File: src/rtl/mdio_pkg.sv
// Clause-22 MDIO frame constants and receiver state encoding.
// Shared between the frame generator and the management target.
package mdio_pkg;

    localparam logic [1:0] ST_START = 2'b01;
    localparam logic [1:0] OP_WRITE = 2'b01;
    localparam logic [1:0] OP_READ  = 2'b10;

    // Bit indices within the 32-bit frame, MSB (start bit) is index 0
    localparam logic [4:0] IDX_OP_END   = 5'd3;
    localparam logic [4:0] IDX_REG_END  = 5'd13;
    localparam logic [4:0] IDX_TA_START = 5'd14;
    localparam logic [4:0] IDX_TA_END   = 5'd15;
    localparam logic [4:0] IDX_LAST     = 5'd31;

    typedef enum logic [2:0] {
        S_IDLE,
        S_HDR,
        S_TA,
        S_RDAT,
        S_WDAT,
        S_SKIP
    } mdio_state_e;

    function automatic logic op_valid(input logic [1:0] op);
        return (op == OP_WRITE) || (op == OP_READ);
    endfunction

endpackage

File: src/rtl/mdio_receptor_if.sv
// Serial MDIO lines plus the 32x16 register port of the management target.
// slave = the receptor, master = generator and register file side.
interface mdio_receptor_if;
    logic        MDC;
    logic        MDIO_OUT;
    logic        MDIO_OE;
    logic [15:0] MEM_RD_DATA;
    logic        MDIO_IN;
    logic        MDIO_IN_OE;
    logic [4:0]  MEM_ADDR;
    logic [15:0] MEM_WR_DATA;
    logic        MEM_WR;
    logic        MEM_RD;
    logic        BUSY;
    logic        FRAME_ERR;

    modport slave (
        input  MDC, MDIO_OUT, MDIO_OE, MEM_RD_DATA,
        output MDIO_IN, MDIO_IN_OE, MEM_ADDR, MEM_WR_DATA, MEM_WR, MEM_RD, BUSY, FRAME_ERR
    );

    modport master (
        output MDC, MDIO_OUT, MDIO_OE, MEM_RD_DATA,
        input  MDIO_IN, MDIO_IN_OE, MEM_ADDR, MEM_WR_DATA, MEM_WR, MEM_RD, BUSY, FRAME_ERR
    );
endinterface

File: src/rtl/mdio_receptor_mdc_edge_det.sv
// Registers MDC in the clk domain and flags its rising edge for one clk.
// Only the rising edge is consumed by the frame logic, so no fall output is provided.
module mdc_edge_det (
    input  logic clk,
    input  logic rst,
    input  logic mdc,
    output logic rise
);
    logic mdc_q;
    logic mdc_d;

    always_comb mdc_d = mdc;

    always_ff @(posedge clk) begin
        if (rst) mdc_q <= 1'b0;
        else     mdc_q <= mdc_d;
    end

    assign rise = mdc & ~mdc_q;
endmodule

File: src/rtl/mdio_receptor.sv
// Clause-22 MDIO management target: decodes frames sampled on MDC rises, drives a
// 32x16 register port and returns read data serially on MDIO_IN.
module mdio_receptor
    import mdio_pkg::*;
#(
    parameter logic [4:0] PHY_ADDR = 5'd1,
    parameter bit         BCAST_EN = 1'b1
) (
    input  logic          clk,
    input  logic          rst,
    mdio_receptor_if.slave bus
);
    logic        mdc_rise;
    mdio_state_e state_q, state_d;
    logic [4:0]  cnt_q, cnt_d;
    logic [13:0] hdr_q, hdr_d;
    logic        is_read_q, is_read_d;
    logic [15:0] wr_sh_q, wr_sh_d;
    logic [15:0] tx_q, tx_d;
    logic        rd_dly_q;
    logic        mdio_in_q, mdio_in_d;
    logic        mdio_in_oe_q, mdio_in_oe_d;
    logic [4:0]  mem_addr_q, mem_addr_d;
    logic [15:0] mem_wr_data_q, mem_wr_data_d;
    logic        mem_wr_q, mem_wr_d;
    logic        mem_rd_q, mem_rd_d;
    logic        frame_err_q, frame_err_d;

    logic [13:0] hdr_shift;
    logic [1:0]  hdr_op;
    logic [4:0]  hdr_phy;
    logic        addr_ok;

    mdc_edge_det u_mdc_edge_det (
        .clk  (clk),
        .rst  (rst),
        .mdc  (bus.MDC),
        .rise (mdc_rise)
    );

    // hdr_shift[13] is frame bit 0, so fields sit at fixed offsets once bit 13 is in
    assign hdr_shift = {hdr_q[12:0], bus.MDIO_OUT};
    assign hdr_op    = hdr_shift[11:10];
    assign hdr_phy   = hdr_shift[9:5];
    // Broadcast address is honoured for writes only
    assign addr_ok   = (hdr_phy == PHY_ADDR) ||
                       (BCAST_EN && (hdr_phy == 5'd0) && (hdr_op == OP_WRITE));

    always_comb begin
        state_d       = state_q;
        cnt_d         = cnt_q;
        hdr_d         = hdr_q;
        is_read_d     = is_read_q;
        wr_sh_d       = wr_sh_q;
        tx_d          = rd_dly_q ? bus.MEM_RD_DATA : tx_q;
        mdio_in_d     = mdio_in_q;
        mdio_in_oe_d  = mdio_in_oe_q;
        mem_addr_d    = mem_addr_q;
        mem_wr_data_d = mem_wr_data_q;
        mem_wr_d      = 1'b0;
        mem_rd_d      = 1'b0;
        frame_err_d   = 1'b0;

        if (mdc_rise) begin
            cnt_d = cnt_q + 5'd1;
            unique case (state_q)
                S_IDLE: begin
                    cnt_d = cnt_q;
                    if (bus.MDIO_OE && !bus.MDIO_OUT) begin
                        state_d = S_HDR;
                        hdr_d   = hdr_shift;
                        cnt_d   = 5'd1;
                    end
                end
                S_HDR: begin
                    hdr_d = hdr_shift;
                    if (cnt_q == IDX_OP_END &&
                        (hdr_shift[3:2] != ST_START || !op_valid(hdr_shift[1:0]))) begin
                        frame_err_d = 1'b1;
                        state_d     = S_IDLE;
                        cnt_d       = 5'd0;
                    end else if (cnt_q == IDX_REG_END) begin
                        is_read_d = (hdr_op == OP_READ);
                        if (addr_ok) begin
                            mem_addr_d = hdr_shift[4:0];
                            mem_rd_d   = (hdr_op == OP_READ);
                            state_d    = S_TA;
                        end else begin
                            state_d = S_SKIP;
                        end
                    end
                end
                S_TA: begin
                    if (!is_read_q && !bus.MDIO_OE) begin
                        frame_err_d = 1'b1;
                        state_d     = S_IDLE;
                        cnt_d       = 5'd0;
                    end else begin
                        if (is_read_q) begin
                            // Drive 0 for the second turnaround bit, then present the MSB
                            mdio_in_oe_d = 1'b1;
                            mdio_in_d    = (cnt_q == IDX_TA_END) ? tx_q[15] : 1'b0;
                            if (cnt_q == IDX_TA_END) tx_d = {tx_q[14:0], 1'b0};
                        end
                        if (cnt_q == IDX_TA_END) state_d = is_read_q ? S_RDAT : S_WDAT;
                    end
                end
                S_RDAT: begin
                    if (cnt_q == IDX_LAST) begin
                        mdio_in_oe_d = 1'b0;
                        mdio_in_d    = 1'b0;
                        state_d      = S_IDLE;
                        cnt_d        = 5'd0;
                    end else begin
                        mdio_in_d = tx_q[15];
                        tx_d      = {tx_q[14:0], 1'b0};
                    end
                end
                S_WDAT: begin
                    if (!bus.MDIO_OE) begin
                        frame_err_d = 1'b1;
                        state_d     = S_IDLE;
                        cnt_d       = 5'd0;
                    end else begin
                        wr_sh_d = {wr_sh_q[14:0], bus.MDIO_OUT};
                        if (cnt_q == IDX_LAST) begin
                            mem_wr_data_d = wr_sh_d;
                            mem_wr_d      = 1'b1;
                            state_d       = S_IDLE;
                            cnt_d         = 5'd0;
                        end
                    end
                end
                S_SKIP: begin
                    if (cnt_q == IDX_LAST) begin
                        state_d = S_IDLE;
                        cnt_d   = 5'd0;
                    end
                end
                default: begin
                    state_d = S_IDLE;
                    cnt_d   = 5'd0;
                end
            endcase
        end
    end

    always_ff @(posedge clk) begin
        if (rst) begin
            state_q       <= S_IDLE;
            cnt_q         <= 5'd0;
            hdr_q         <= 14'd0;
            is_read_q     <= 1'b0;
            wr_sh_q       <= 16'd0;
            tx_q          <= 16'd0;
            rd_dly_q      <= 1'b0;
            mdio_in_q     <= 1'b0;
            mdio_in_oe_q  <= 1'b0;
            mem_addr_q    <= 5'd0;
            mem_wr_data_q <= 16'd0;
            mem_wr_q      <= 1'b0;
            mem_rd_q      <= 1'b0;
            frame_err_q   <= 1'b0;
        end else begin
            state_q       <= state_d;
            cnt_q         <= cnt_d;
            hdr_q         <= hdr_d;
            is_read_q     <= is_read_d;
            wr_sh_q       <= wr_sh_d;
            tx_q          <= tx_d;
            rd_dly_q      <= mem_rd_q;
            mdio_in_q     <= mdio_in_d;
            mdio_in_oe_q  <= mdio_in_oe_d;
            mem_addr_q    <= mem_addr_d;
            mem_wr_data_q <= mem_wr_data_d;
            mem_wr_q      <= mem_wr_d;
            mem_rd_q      <= mem_rd_d;
            frame_err_q   <= frame_err_d;
        end
    end

    assign bus.MDIO_IN     = mdio_in_q;
    assign bus.MDIO_IN_OE  = mdio_in_oe_q;
    assign bus.MEM_ADDR    = mem_addr_q;
    assign bus.MEM_WR_DATA = mem_wr_data_q;
    assign bus.MEM_WR      = mem_wr_q;
    assign bus.MEM_RD      = mem_rd_q;
    assign bus.BUSY        = (state_q != S_IDLE);
    assign bus.FRAME_ERR   = frame_err_q;
endmodule

File: src/flat_wrapper.sv
// flat-port wrapper written by rule: the top's interface ports become plain ports
module mdio_receptor_flat import mdio_pkg::*;
#(
    parameter logic [4:0] PHY_ADDR = 5'd1,
    parameter bit         BCAST_EN = 1'b1
)
  (clk, rst, bus_MDC, bus_MDIO_OUT, bus_MDIO_OE, bus_MEM_RD_DATA, bus_MDIO_IN, bus_MDIO_IN_OE, bus_MEM_ADDR, bus_MEM_WR_DATA, bus_MEM_WR, bus_MEM_RD, bus_BUSY, bus_FRAME_ERR);
  mdio_receptor_if bus_i ();
  input  logic clk;
  input  logic rst;
  input wire logic [$bits(bus_i.MDC)-1:0] bus_MDC;
  input wire logic [$bits(bus_i.MDIO_OUT)-1:0] bus_MDIO_OUT;
  input wire logic [$bits(bus_i.MDIO_OE)-1:0] bus_MDIO_OE;
  input wire logic [$bits(bus_i.MEM_RD_DATA)-1:0] bus_MEM_RD_DATA;
  output wire logic [$bits(bus_i.MDIO_IN)-1:0] bus_MDIO_IN;
  output wire logic [$bits(bus_i.MDIO_IN_OE)-1:0] bus_MDIO_IN_OE;
  output wire logic [$bits(bus_i.MEM_ADDR)-1:0] bus_MEM_ADDR;
  output wire logic [$bits(bus_i.MEM_WR_DATA)-1:0] bus_MEM_WR_DATA;
  output wire logic [$bits(bus_i.MEM_WR)-1:0] bus_MEM_WR;
  output wire logic [$bits(bus_i.MEM_RD)-1:0] bus_MEM_RD;
  output wire logic [$bits(bus_i.BUSY)-1:0] bus_BUSY;
  output wire logic [$bits(bus_i.FRAME_ERR)-1:0] bus_FRAME_ERR;
  assign bus_i.MDC = bus_MDC;
  assign bus_i.MDIO_OUT = bus_MDIO_OUT;
  assign bus_i.MDIO_OE = bus_MDIO_OE;
  assign bus_i.MEM_RD_DATA = bus_MEM_RD_DATA;
  assign bus_MDIO_IN = bus_i.MDIO_IN;
  assign bus_MDIO_IN_OE = bus_i.MDIO_IN_OE;
  assign bus_MEM_ADDR = bus_i.MEM_ADDR;
  assign bus_MEM_WR_DATA = bus_i.MEM_WR_DATA;
  assign bus_MEM_WR = bus_i.MEM_WR;
  assign bus_MEM_RD = bus_i.MEM_RD;
  assign bus_BUSY = bus_i.BUSY;
  assign bus_FRAME_ERR = bus_i.FRAME_ERR;
  mdio_receptor #(.PHY_ADDR(PHY_ADDR), .BCAST_EN(BCAST_EN)) u_core (.clk(clk), .rst(rst), .bus(bus_i));
endmodule
File: config.mk
export PLATFORM = sky130hd
export DESIGN_NAME = mdio_receptor_flat
export DESIGN_NICKNAME = d
export VERILOG_FILES = /design/src/rtl/mdio_pkg.sv /design/src/rtl/mdio_receptor_if.sv /design/src/rtl/mdio_receptor_mdc_edge_det.sv /design/src/rtl/mdio_receptor.sv /design/src/flat_wrapper.sv
export SDC_FILE = /design/constraint.sdc
export NUM_CORES = 1
export LEC_CHECK = 0
export ABC_CLOCK_PERIOD_IN_PS = 2500
export CAP_MARGIN = 40
export CORE_ASPECT_RATIO = 0.75
export CORE_MARGIN = 3
export CORE_UTILIZATION = 50
export CTS_BUF_LIST = sky130_fd_sc_hd__clkbuf_4 sky130_fd_sc_hd__clkbuf_8
export DETAILED_ROUTE_END_ITERATION = 16
export GPL_ROUTABILITY_DRIVEN = 0
export PLACE_DENSITY = 0.74
export SETUP_SLACK_MARGIN = 0.3
export SYNTH_ARGS = -nofsm -noshare
export SYNTH_HDL_FRONTEND = slang
export SYNTH_SLANG_ARGS = --single-unit
File: constraint.sdc
create_clock -name clk -period 2.5 [get_ports clk]
set_input_delay 0.5 -clock clk [delete_from_list [all_inputs] [get_ports clk]]
set_output_delay 0.5 -clock clk [all_outputs]
set_load 0.005 [all_outputs]
# After elaboration in Yosys (flattened, before gate mapping)
# Index checks and enable logic that the tools add are counted.
word_totals:
  ff_bits: 79
  latch_bits: 0
  ramBits: 0
  mem_bits_ro: 0
  n_memories: 0
classes:
  n_addsub: 1
  n_mul: 0
  div_mod_pow: 0
  order_cmp: 0
  n_eq_ne: 21
  shifts: 0
  mux: 39
  n_bitwise: 9
  reduce_logical: 29
ops:
  columns: ["operator", "count"]
  rows:
  - ["16-bit two-way mux", 6]
  - ["16-bit case mux with 2 select lines", 1]
  - ["3-bit two-way mux", 9]
  - ["5-bit two-way mux", 5]
  - ["5-bit case mux with 5 select lines", 1]
  - ["11-bit case mux with 2 select lines", 1]
  - ["4-bit AND reduction", 4]
  - ["3-bit case mux with 5 select lines", 1]
  - ["1-bit two-way mux", 11]
  - ["11-bit two-way mux", 1]
  - ["5-bit by 4-bit == test with 1-bit output, second input constant", 2]
  - ["5-bit AND reduction", 2]
  - ["2-bit by 1-bit inequality test with 1-bit output, second input constant", 4]
  - ["1-bit NOT", 8]
  - ["3-bit by 2-bit == test with 1-bit output, second input constant", 2]
  - ["3-bit == test, second input constant", 2]
  - ["3-bit by 1-bit inequality test with 1-bit output, second input constant", 2]
  - ["3-bit AND reduction", 2]
  - ["6-bit OR reduction", 1]
  - ["5-bit by 1-bit adder with 5-bit output, second input constant", 1]
  - ["5-bit by 1-bit == test with 1-bit output, second input constant", 1]
  - ["5-bit by 2-bit == test with 1-bit output, second input constant", 1]
  - ["5-bit == test, second input constant", 1]
  - ["5-bit logical NOT", 1]
  - ["other kinds (16)", 29]

# Longest topological paths before layout
# Gate-level depths: netlist of run 1.
logic_depth:
  word_depth: 7
  ltp_mapped: 9
  ltp_nobuf: 8

# By module
# A second synthesis of run 1 with hierarchy kept.
unflattened:
  hier_cells: 387
  area_unflattened_um2: 3375.7
by_module_without_submodules:
  columns: ["module", "instances", "cells_per_inst", "area_each_um2"]
  rows:
  - ["mdio_receptor", 1, 384, 3328.2]
  - ["mdc_edge_det", 1, 3, 47.5]

# Worst setup path after synthesis of run 1
# No wires, ideal clock.
synth_path:
  path_kind: "register to register"
  from: "reg u_core.cnt_q[0]"
  to: "reg u_core.tx_q[10]"
  setup_ns: 0.074
  arrival_time_ns: 2.030
  t_required_ns: 2.426
  setup_slack_ns: 0.395
  path_stages_with_launch: 10
  cell_sequence: "dfxtp_1 > ha_1 > and3_1 > ha_1 > nor2b_1 > a31oi_1 > nor4b_2 > clkbuf_1 > nand2_1 > o21ai_0"
synth_between:
  elab_chain_cells: 6
  elab_cells_between_ends: 8
synth_lines:
  columns: ["element", "line_no", "text"]
  rows:
  - ["from (decl)", "mdio_receptor.sv:15", "logic [4:0] cnt_q, cnt_d;"]
  - ["from (signal assigned)", "mdio_receptor.sv:166", "cnt_q <= cnt_d;"]
  - ["5-bit by 4-bit == test with 1-bit output", "mdio_receptor.sv:103", "if (cnt_q == IDX_TA_END) tx_d = {tx_q[14:0], 1'b0};"]
  - ["16-bit two-way mux", "mdio_receptor.sv:103", null]
  - ["16-bit two-way mux", "mdio_receptor.sv:99", "if (is_read_q) begin"]
  - ["16-bit two-way mux", "mdio_receptor.sv:94", "if (!is_read_q && !bus.MDIO_OE) begin"]
  - ["16-bit case mux with 2 select lines *", "mdio_receptor.sv:66", "unique case (state_q)"]
  - ["16-bit two-way mux *", "mdio_receptor.sv:64", "if (mdc_rise) begin"]
  - ["to (signal assigned)", "mdio_receptor.sv:170", "tx_q <= tx_d;"]
  - ["to (decl)", "mdio_receptor.sv:19", "logic [15:0] tx_q, tx_d;"]
# Mark *: on every way between the ends. The rest lies on a longest branch, timed or not.
# A chain may end at the register's enable or synchronous reset.

# Worst setup path after layout of run 1
layout_path:
  from: "reg u_core.cnt_q[1]"
  to: "reg u_core.state_q[1]"
layout_between:
  elab_chain_cells: 4
  elab_cells_between_ends: 12
layout_lines:
  columns: ["element", "line_no", "text"]
  rows:
  - ["5-bit == test / 5-bit by 2-bit == test with 1-bit output (equally long branches)", null, null]
  - ["3-bit two-way mux / 1-bit logical AND (equally long branches)", null, null]
  - ["3-bit two-way mux (tied with other cells)", null, null]
  - ["3-bit case mux with 5 select lines / 4-bit AND reduction (equally long branches)", null, null]
  - ["to (signal assigned)", "mdio_receptor.sv:165", "state_q <= state_d;"]
  - ["to (decl)", "mdio_receptor.sv:14", "mdio_state_e state_q, state_d;"]
# Several ways; a longest one is shown, not always the timed one.

==> metrics, run 1 <==
Most used DFF post-synth=dfxtp_1; Die H=76.8 um; Detailed Routing Iterations Pass 1=4; minimum clock period=~2.1 ns; die area=a little under 8000 um^2; number of vias after detailed routing=2765; Design Area, Final=approximately 4100 um^2; Avg WL per Cell=13.4 um; GRT Total Usage=0.189; required time worst endpoint=2.74 ns; crit path capture type=flop; clock slew at reported path FFs=0.08 ns; Final WS setup=approximately 0.36 ns; global-route wire length before repair=11900 um; CTS Sinks=79; top post-synthesis cells by area=dfxtp_1 47%, nand2_1 10%, mux2i_1 9.9%, a21oi_1 5.5%, o21ai_0 3.3%; Multi-input gate area=1650 um^2; CP startpoint kind=flop; DP Wirelength=4710 um; Tot Pwr=2620 uW; peak per-stage delay on the critical path=0.48 ns; Post-Synthesis Cells=~380; post-synth top area cell=dfxtp_1; share of cells above drive strength 1=0.101; Vias per Instance=5.34; post-synthesis async set-or-reset flop share=0; synthesized flop and latch total=79; n_diodes=0; Initial Util=0.524; IO Count=48; critical path buffer and inverter count=0; max-cap violation count=0; vias in the first global route=2538; Worst EP arrival=2.38 ns; most frequent cell after synthesis=nand2_1; Worst Hold Class=reg -> reg; top-area cell type share of the netlist area=0.473; Lkg Pwr=0.00145 uW; maximum vdd ir drop=0.379 mV; # setup viols final=0; slowest CP cell=or4b_4; hold buffer count at cts=0; Area after DPL=a little under 4000 um^2; RSZ-0062 raised after global routing=true; largest net degree at the start of global routing=33; Synth Cell Area=3340 um^2; CTS root buffer=clkbuf_8; WHS=0.455 ns; Die Width=100 um; Final Hold Fails=0; Seq/Total Area, Yosys=0.473; pre-CTS WS=0.0880 ns; grt ovf=0; drt drc=0; final setup TNS=0 ns; post-synthesis cell type count=around 50; Layout Skew=0.00982 ns; Fmax=467 MHz; clock buffer count from CTS=9; kind of critical path=reg -> reg; Top delay family on crit path=compound AO/OA/AOI/OAI gates; PortBufs=47; clock latency on the worst-skew pair=between 0.3 and 0.4 ns; Post-Route WL=6940 um; Post-synth top cells=89 x nand2_1, 79 x dfxtp_1, 37 x a21oi_1, 33 x mux2i_1, 27 x nor2_1; Rel. slew slack=0.612; core area=6380 um^2; syn_area_per_cell=~8.7 um^2; YS warnings=0; Slew Limit Fails=0; Worst R2R Setup Slack=0.36 ns; pwr/cell area=631 nW/um^2; CTS tree=built; syn_nets=410; initial antenna violation count=0; placement row count=25; layout overhead on the synthesized area=24.1%; EDFF count, synth=0; H-tree levels=3; Crit Path Max Fanout=7; status=finished clean; Reg area=1590 um^2; nets@finish=458; fin crit share=0.857; Bufs on Longest Clock Path=2; Worst Max-Slew Pin Slew=0.582 ns; final antenna-violating net count=0; DRT iter0 DRCs=about 130; crit-path cells=ha_2 > or4b_4 > a31oi_4 > o221a_4 > o31ai_1 > o221a_1; Fill cells=540
==> metal layers <==
metal	global-route usage	part of all wire	vias up
li1	-	-	1424
met1	0.274	0.52	1269
met2	0.271	0.42	66
met3	0.0609	0.056	6
met4	0.0485	0.0082	0
met5	0	0	-
==> where the power goes <==
group          leakage, uW  internal [uW]  total (uW)  switching [uW]
Sequential        0.000638           1270        1300            23.6
Clock             0.000105            563        1040             472
Combinational     0.000708            131         286             155
Total              0.00145           1970        2620             650
==> path summary, 6_finish.rpt <==
| check | from | endpoint | cells past startpoint |
|---|---|---|---|
| min reg2reg | u_core.bus.MEM_WR_DATA[6] | u_core.bus.MEM_WR_DATA[6] | 2 |
| min | u_core.bus.MEM_WR_DATA[6] | u_core.bus.MEM_WR_DATA[6] | 2 |
| max reg2reg | u_core.cnt_q[1] | u_core.state_q[1] | 6 |
| max | u_core.cnt_q[1] | u_core.state_q[1] | 6 |
==> cell usage in the layout, fill, tap and decap left out, types with 4 or more instances in the layout <==
cell,count
clkbuf_8,9
mux2i_1,33
buf_4,11
nand2_1,89
nor2b_1,8
nor2_1,27
clkdlybuf4s50_1,46
inv_1,6
nand2b_1,4
nand3_1,4
ha_1,4
dfxtp_1,76
nor3_1,4
a21oi_1,37
o21ai_0,22
==> flip-flops by register name, summed over array words and instances, names as in the netlist, 3 cells and up <==
name                    cells
u_core.state_q              3
u_core.tx_q                16
u_core.bus.MEM_WR_DATA     16
u_core.bus.MEM_ADDR         5
u_core.wr_sh_q             15
u_core.cnt_q                5
u_core.hdr_q               11
==> worst register-to-register path, stage by stage, from the launching register on <==
cell	delay [ns]
dfxtp_1	0.39
ha_2	0.21
or4b_4	0.48
a31oi_4	0.32
o221a_4	0.31
o31ai_1	0.10
o221a_1	0.21
==> final cells by class <==
cell class              instances  share of cell area
well taps                      81              0.0244
inverters                       6             0.00543
multi-input cells             277               0.399
repair buffers                 59               0.136
clock inverters                 7              0.0235
flip-flops and latches         79               0.382
clock buffers                   9              0.0299
==> kinds of logic (layout without fill, tap and decap cells) <==
logic type,count (synthesis),after routing,share of synthesized area
AND/OR/NAND/NOR,156,156,0.218
AO/OA/AOI/OAI,82,82,0.155
flip-flops,79,79,0.473
multiplexers,33,33,0.0989
buffers and inverters,28,81,0.0341
adder cells (fa/ha/maj),5,5,0.0187
XOR/XNOR,1,1,0.00262
==> through the flow <==
step / instances / utilization
global placement: 500 / 0.610
finish: 518 / 0.650
detailed placement: 501 / 0.612
global route: 518 / 0.650
floorplan: 384 / -
CTS: 517 / 0.648
==> repair_timing <==
action                                  CTS  global route
resized for setup                         1             4
endpoints found under the setup margin    1             8
gates cloned                              0             0
buffers inserted                          0             1
pin swaps                                 0             1
Note: power is estimated with default switching activity, not from simulation.
==> run 2, diff against run 1 <==
--- a/config.mk
+++ b/config.mk
@@ -15,6 +15,7 @@
 export GPL_ROUTABILITY_DRIVEN = 0
 export PLACE_DENSITY = 0.74
 export SETUP_SLACK_MARGIN = 0.3
+export SKIP_LAST_GASP = 1
 export SYNTH_ARGS = -nofsm -noshare
 export SYNTH_HDL_FRONTEND = slang
 export SYNTH_SLANG_ARGS = --single-unit
==> results of run 2 <==
Same layout as run 1: the final DEF is identical, and so are final timing and power.
